$ cat src/rtl/bcd7seg_scan_driver.sv
//==============================================================================
// Module  : bcd7seg_scan_driver
// Purpose : Multiplexed N-digit BCD to 7-segment scan driver with guard gaps
//           and frame-synchronous commit of new values.
// Options : LEADING_ZERO_BLANK_EN blanks leading zero digits (digit 0 never).
// Revision: 1.0 - initial release
//==============================================================================
`default_nettype none

module bcd7seg_scan_driver #(
  parameter int N_DIGITS       = 4,
  parameter int COMMON_CATHODE = 1,
  parameter int DIGIT_ACT_LOW  = 0,
  parameter int SCAN_DIV       = 1000,
  parameter int GUARD          = 2
) (
  input  logic                  clk,
  input  logic                  rst,
  input  logic [4*N_DIGITS-1:0] bcd_in,
  input  logic                  load,
  output logic [6:0]            seg,
  output logic [N_DIGITS-1:0]   digit_en,
  output logic                  load_ack
);

  localparam int CNT_W = (SCAN_DIV > 1) ? $clog2(SCAN_DIV) : 1;
  localparam int IDX_W = (N_DIGITS > 1) ? $clog2(N_DIGITS) : 1;
  localparam logic [6:0]          c_SEG_OFF = (COMMON_CATHODE != 0) ? 7'h00 : 7'h7F;
  localparam logic [N_DIGITS-1:0] c_DIG_OFF = (DIGIT_ACT_LOW != 0) ? '1 : '0;

  logic [CNT_W-1:0]      r_divCnt;
  logic [IDX_W-1:0]      r_idx;
  logic [4*N_DIGITS-1:0] r_shadow;
  logic [4*N_DIGITS-1:0] r_display;
  logic                  r_pending;

  logic                  w_slotEnd;
  logic                  w_frameEnd;
  logic                  w_guardDone;
  logic [3:0]            w_digits [N_DIGITS];
  logic [N_DIGITS-1:0]   w_blank;
  logic [N_DIGITS-1:0]   w_oneHot;
  logic [N_DIGITS-1:0]   w_sel;
  logic [6:0]            w_lit;

  function automatic logic [6:0] decode(input logic [3:0] d);
    case (d)
      4'd0:    decode = 7'h3F;
      4'd1:    decode = 7'h06;
      4'd2:    decode = 7'h5B;
      4'd3:    decode = 7'h4F;
      4'd4:    decode = 7'h66;
      4'd5:    decode = 7'h6D;
      4'd6:    decode = 7'h7D;
      4'd7:    decode = 7'h07;
      4'd8:    decode = 7'h7F;
      4'd9:    decode = 7'h6F;
      default: decode = 7'h00;
    endcase
  endfunction

  assign w_slotEnd  = (r_divCnt == CNT_W'(SCAN_DIV - 1));
  assign w_frameEnd = w_slotEnd && (r_idx == IDX_W'(N_DIGITS - 1));

  generate
    if (GUARD == 0) begin : g_noGuard
      assign w_guardDone = 1'b1;
    end else begin : g_guard
      assign w_guardDone = (r_divCnt >= CNT_W'(GUARD));
    end
  endgenerate

  generate
    for (genvar k = 0; k < N_DIGITS; k++) begin : g_digits
      assign w_digits[k] = r_display[4*k +: 4];
    end
  endgenerate

`ifdef LEADING_ZERO_BLANK_EN
  // A digit is blank when it and every more-significant digit are zero.
  always_comb begin
    logic zeroAbove;
    w_blank   = '0;
    zeroAbove = 1'b1;
    for (int k = N_DIGITS - 1; k > 0; k--) begin
      zeroAbove  = zeroAbove && (w_digits[k] == 4'd0);
      w_blank[k] = zeroAbove;
    end
  end
`else
  assign w_blank = '0;
`endif

  always_comb begin
    w_oneHot = '0;
    for (int k = 0; k < N_DIGITS; k++) begin
      w_oneHot[k] = (r_idx == IDX_W'(k));
    end
  end

  assign w_sel = w_guardDone ? w_oneHot : '0;
  assign w_lit = w_blank[r_idx] ? 7'h00 : decode(w_digits[r_idx]);

  always_ff @(posedge clk) begin
    if (rst) begin
      r_divCnt <= '0;
      r_idx    <= '0;
    end else begin
      r_divCnt <= w_slotEnd ? '0 : r_divCnt + 1'b1;
      if (w_slotEnd) begin
        r_idx <= (r_idx == IDX_W'(N_DIGITS - 1)) ? '0 : r_idx + 1'b1;
      end
    end
  end

  // A load on the boundary edge still commits the older shadow; the new
  // value stays pending for the next frame.
  always_ff @(posedge clk) begin
    if (rst) begin
      r_shadow  <= '0;
      r_display <= '0;
      r_pending <= 1'b0;
      load_ack  <= 1'b0;
    end else begin
      load_ack <= 1'b0;
      if (w_frameEnd && r_pending) begin
        r_display <= r_shadow;
        r_pending <= 1'b0;
        load_ack  <= 1'b1;
      end
      if (load) begin
        r_shadow  <= bcd_in;
        r_pending <= 1'b1;
      end
    end
  end

  always_ff @(posedge clk) begin
    if (rst) begin
      seg      <= c_SEG_OFF;
      digit_en <= c_DIG_OFF;
    end else begin
      seg      <= (COMMON_CATHODE != 0) ? w_lit : ~w_lit;
      digit_en <= (DIGIT_ACT_LOW != 0) ? ~w_sel : w_sel;
    end
  end

endmodule

`default_nettype wire

$ cat config.mk
export PLATFORM = sky130hd
export DESIGN_NAME = bcd7seg_scan_driver
export DESIGN_NICKNAME = d
export VERILOG_FILES = /design/src/rtl/bcd7seg_scan_driver.sv
export SDC_FILE = /design/constraint.sdc
export NUM_CORES = 1
export LEC_CHECK = 0
export CAP_MARGIN = 10
export CORE_UTILIZATION = 44
export CTS_BUF_LIST = sky130_fd_sc_hd__clkbuf_2 sky130_fd_sc_hd__clkbuf_4 sky130_fd_sc_hd__clkbuf_8
export DETAILED_ROUTE_END_ITERATION = 6
export PLACE_DENSITY = 0.65
export SYNTH_ARGS = -nofsm -noshare
export SYNTH_HDL_FRONTEND = slang
export SYNTH_SLANG_ARGS = --single-unit
export TNS_END_PERCENT = 10
$ cat constraint.sdc
create_clock -name clk -period 1.8 [get_ports clk]
set_input_delay 0.18 -clock clk [delete_from_list [all_inputs] [get_ports clk]]
set_output_delay 0.18 -clock clk [all_outputs]
set_load 0.03 [all_outputs]
==> impl_summary.log <==
INFO  metric fillers = 474
INFO  metric cts-htree-levels = 3
INFO  metric totalNegativeSetupSlack = 0 ns
INFO  metric critPathMaxFanout = 7
INFO  metric min-delay-path-class = in -> reg
INFO  metric critPathRequiredTime = 2.06 ns
INFO  metric critPathMaxStageDelay = 0.51 ns
INFO  metric detailedPlacementHpwl = ~2700 um
INFO  metric timing_worst_slew_pin_value = 0.324 ns
INFO  metric antenna_violating_nets_post_route = 0
INFO  metric cts_root_buffer = sky130_fd_sc_hd__clkbuf_8
INFO  metric ys_types = 32
INFO  metric worst_ir_drop_vdd = 0.523 mV
INFO  metric initial_antenna_violation_count = 0
INFO  metric post_route_cells_drive_above_1_share = about an eighth
INFO  metric total_power_divided_by_cell_area = approximately 900 nW/um^2
INFO  metric post-route-period-util = approximately 95%
INFO  metric power.leakage = 1.29 nW
INFO  metric timing.critical_path.to_type = register
INFO  metric drv.max_cap_violation_count = 0
INFO  metric num_rows = 26
INFO  metric fmax = between 0.5 and 0.6 GHz
INFO  metric synth-warning-count = 0
INFO  metric syn_area = 2320 um^2
INFO  metric synth_fp_nets = 257
INFO  metric worst_clock_skew = 0.00906 ns
INFO  metric number_of_buffers_added_on_ports = 30
INFO  metric drt_first_pass_iters = 4
INFO  metric ios = 31
INFO  metric tritoncts = built
INFO  metric clkSinkCount = 57
INFO  metric detail_route.iter0.violations = 44
INFO  metric wire_per_inst = 12.0 um
INFO  metric placement.cell_area = 2740 um^2
INFO  metric syn_area_per_cell = 10.3 um^2
INFO  metric die_w = 74.7 um
INFO  metric num_vias = about 1600
INFO  metric crit_cells = 5
INFO  metric postSynthRegisterBits = 57
INFO  metric worst_hold_path.num_cells = 3
INFO  metric grt_pass1_wl = between 6000 and 7000 um
INFO  metric post_drt_via_cell_ratio = about 4.7
INFO  metric utilization = 57.1%
INFO  metric final.min_clock_period = roughly 1.7 ns
INFO  metric initial_util = 45.5%
INFO  metric synth-seq-area-share = 49.1%
INFO  metric finalSetupViolations = 0
INFO  metric worst_path_dominant_cell_family = multiplexers
INFO  metric most-common-layout-cells = sky130_fd_sc_hd__dfxtp_1, sky130_fd_sc_hd__nor2_1, sky130_fd_sc_hd__mux2i_1
INFO  metric power.total = 2.56 mW
INFO  metric clk_latency = 0.33 ns
INFO  metric max-slew-margin-rel = between 70 and 80%
INFO  metric finish.net_count = 296
INFO  metric grt_util_all_layers = about 17%
INFO  metric hold_viol_final = 0
INFO  metric number_of_cells_on_the_worst_reg_to_reg_path = 5
INFO  metric routed_wirelength = 4070 um
INFO  metric finalWeightedCongestion = approximately 0.85
INFO  metric grt.overflow.total = 0
INFO  metric layout_commonest_cell = sky130_fd_sc_hd__dfxtp_1
INFO  metric diodes = 0
INFO  metric worst_ep_arrival_time = 1.97 ns
INFO  metric finalInstanceArea = 2910 um^2
INFO  metric crit_buf_inv = 1
INFO  metric kind_of_start_point_of_the_critical_path = register
INFO  metric cts-root-to-sink-buffers = 2
INFO  metric areaGrowthSynthToFinish = 25.5%
INFO  metric rsz_0062_raised_after_global_routing = false
INFO  metric cts_made_buffers = 9
INFO  metric pin_count_of_the_biggest_net_entering_global_routing = 33
INFO  metric timing.final.max_slew_violations = 0
INFO  metric die_footprint = 5570 um^2
INFO  metric placeableCoreArea = 5110 um^2
INFO  metric drc = 0
INFO  metric clk_pin_slew_worst_paths = 0.06 ns
INFO  metric hold_bufs_inserted_after_cts = 0
INFO  metric outcome = finished clean
INFO  metric overall_die_height = 74.7 um
INFO  metric crit_slowest_cell = sky130_fd_sc_hd__mux4_2
INFO  metric via_count_of_the_first_global_routing_pass = 1474
INFO  metric syn-instance-count = around 230
INFO  metric class_of_the_most_critical_setup_path = reg -> reg
INFO  metric worstPathCellList = buf_4, mux4_2, or2_4, a21o_4, a21oi_1
-- layout make-up --
cell class,instances,area (um^2),area share [%]
multi-input cells,150,1090,37.5
inverters,8,30.0,1.03
flip-flops and latches,57,1140,39.2
clock buffers,13,166,5.71
clock inverters,3,15.0,0.515
well taps,70,87.6,3.01
repair buffers,39,380,13.1
-- power by group --
part / internal, mW / total [mW] / switching [mW]
clock network: 0.598 / 1.06 / 0.467
registers: 1.30 / 1.32 / 0.0205
logic: 0.0911 / 0.171 / 0.0795
total: 1.99 / 2.56 / 0.567
-- path summary, 6_finish.rpt --
check,from,endpoint,slack (ns)
min reg2reg,r_divCnt[0],r_divCnt[0],0.46
min,bcd_in[5],r_shadow[5],0.46
max reg2reg,r_idx[0],seg[5],0.08
max,r_idx[0],seg[5],0.08
-- registers in the layout, indices dropped and copies added, names as in the netlist --
signal	count
r_pending	1
r_display	16
load_ack	1
r_shadow	16
r_divCnt	10
r_idx	2
seg	7
digit_en	4
-- kinds of logic (layout without fill, tap and decap cells) --
| kind of cell | count (synthesis) | count (layout) | synth area share, % |
|---|---|---|---|
| adder cells (fa/ha/maj) | 12 | 12 | 6.47 |
| AO/OA/AOI/OAI | 12 | 12 | 3.18 |
| multiplexers | 38 | 38 | 18.9 |
| flip-flops | 57 | 57 | 49.1 |
| AND/OR/NAND/NOR | 80 | 80 | 15.6 |
| buffers and inverters | 19 | 63 | 3.66 |
| XOR/XNOR | 8 | 8 | 3.02 |
-- metrics by stage --
stage               setup slack, ns  hold slack, ns  instances
floorplan                    0.0140           0.327        226
global placement             0.0993           0.449        324
detailed placement           0.0537           0.454        324
CTS                          0.0208           0.444        340
global route                0.00376           0.466        340
finish                       0.0846           0.457        340
-- layer usage --
| metal | global-route usage (%) | share of wire, % | vias to the layer above |
|---|---|---|---|
| li1 | - | - | 840 |
| met1 | 21.6 | 48 | 722 |
| met2 | 25.5 | 46 | 34 |
| met3 | 6.83 | 4.1 | 9 |
| met4 | 10.7 | 2.2 | 0 |
| met5 | 0 | 0 | - |
-- synthesized netlist by cell type --
| master | number | share of area, % |
|---|---|---|
| sky130_fd_sc_hd__a211oi_1 | 1 | 0.32 |
| sky130_fd_sc_hd__a21o_4 | 1 | 0.65 |
| sky130_fd_sc_hd__a21oi_1 | 8 | 1.7 |
| sky130_fd_sc_hd__a31oi_1 | 1 | 0.27 |
| sky130_fd_sc_hd__and2_1 | 5 | 1.3 |
| sky130_fd_sc_hd__and4_1 | 1 | 0.38 |
| sky130_fd_sc_hd__and4bb_2 | 1 | 0.54 |
| sky130_fd_sc_hd__buf_1 | 1 | 0.16 |
| sky130_fd_sc_hd__buf_2 | 2 | 0.43 |
| sky130_fd_sc_hd__buf_4 | 1 | 0.32 |
| sky130_fd_sc_hd__buf_6 | 1 | 0.48 |
| sky130_fd_sc_hd__clkbuf_1 | 6 | 0.97 |
| sky130_fd_sc_hd__dfxtp_1 | 57 | 49 |
| sky130_fd_sc_hd__ha_1 | 12 | 6.5 |
| sky130_fd_sc_hd__inv_1 | 8 | 1.3 |
| sky130_fd_sc_hd__mux2_2 | 1 | 0.48 |
| sky130_fd_sc_hd__mux2i_1 | 33 | 14 |
| sky130_fd_sc_hd__mux4_1 | 2 | 2.3 |
| sky130_fd_sc_hd__mux4_2 | 2 | 1.9 |
| sky130_fd_sc_hd__nand2_1 | 6 | 0.97 |
| sky130_fd_sc_hd__nand2b_1 | 1 | 0.27 |
| sky130_fd_sc_hd__nand2b_2 | 1 | 0.38 |
| sky130_fd_sc_hd__nand3_1 | 4 | 0.86 |
| sky130_fd_sc_hd__nand4_1 | 2 | 0.54 |
| sky130_fd_sc_hd__nor2_1 | 51 | 8.2 |
| sky130_fd_sc_hd__nor3_1 | 3 | 0.65 |
| sky130_fd_sc_hd__nor4_1 | 3 | 0.81 |
| sky130_fd_sc_hd__o21ai_0 | 1 | 0.22 |
| sky130_fd_sc_hd__or2_4 | 1 | 0.38 |
| sky130_fd_sc_hd__or3_1 | 1 | 0.27 |
| sky130_fd_sc_hd__xnor2_1 | 6 | 2.3 |
| sky130_fd_sc_hd__xor2_1 | 2 | 0.75 |
-- worst register-to-register path, cell delays in order (launching register included) --
cell and delay, ns:
sky130_fd_sc_hd__dfxtp_2 0.37, sky130_fd_sc_hd__buf_4 0.16, sky130_fd_sc_hd__mux4_2 0.51, sky130_fd_sc_hd__or2_4 0.25
sky130_fd_sc_hd__a21o_4 0.24, sky130_fd_sc_hd__a21oi_1 0.12
-- repair_timing --
item,in CTS,in global routing
gates resized for setup,0,2
buffers inserted,0,0
hold endpoints to repair,0,0
endpoints found under the setup margin,0,5
Note: power is estimated with default switching activity, not from simulation.
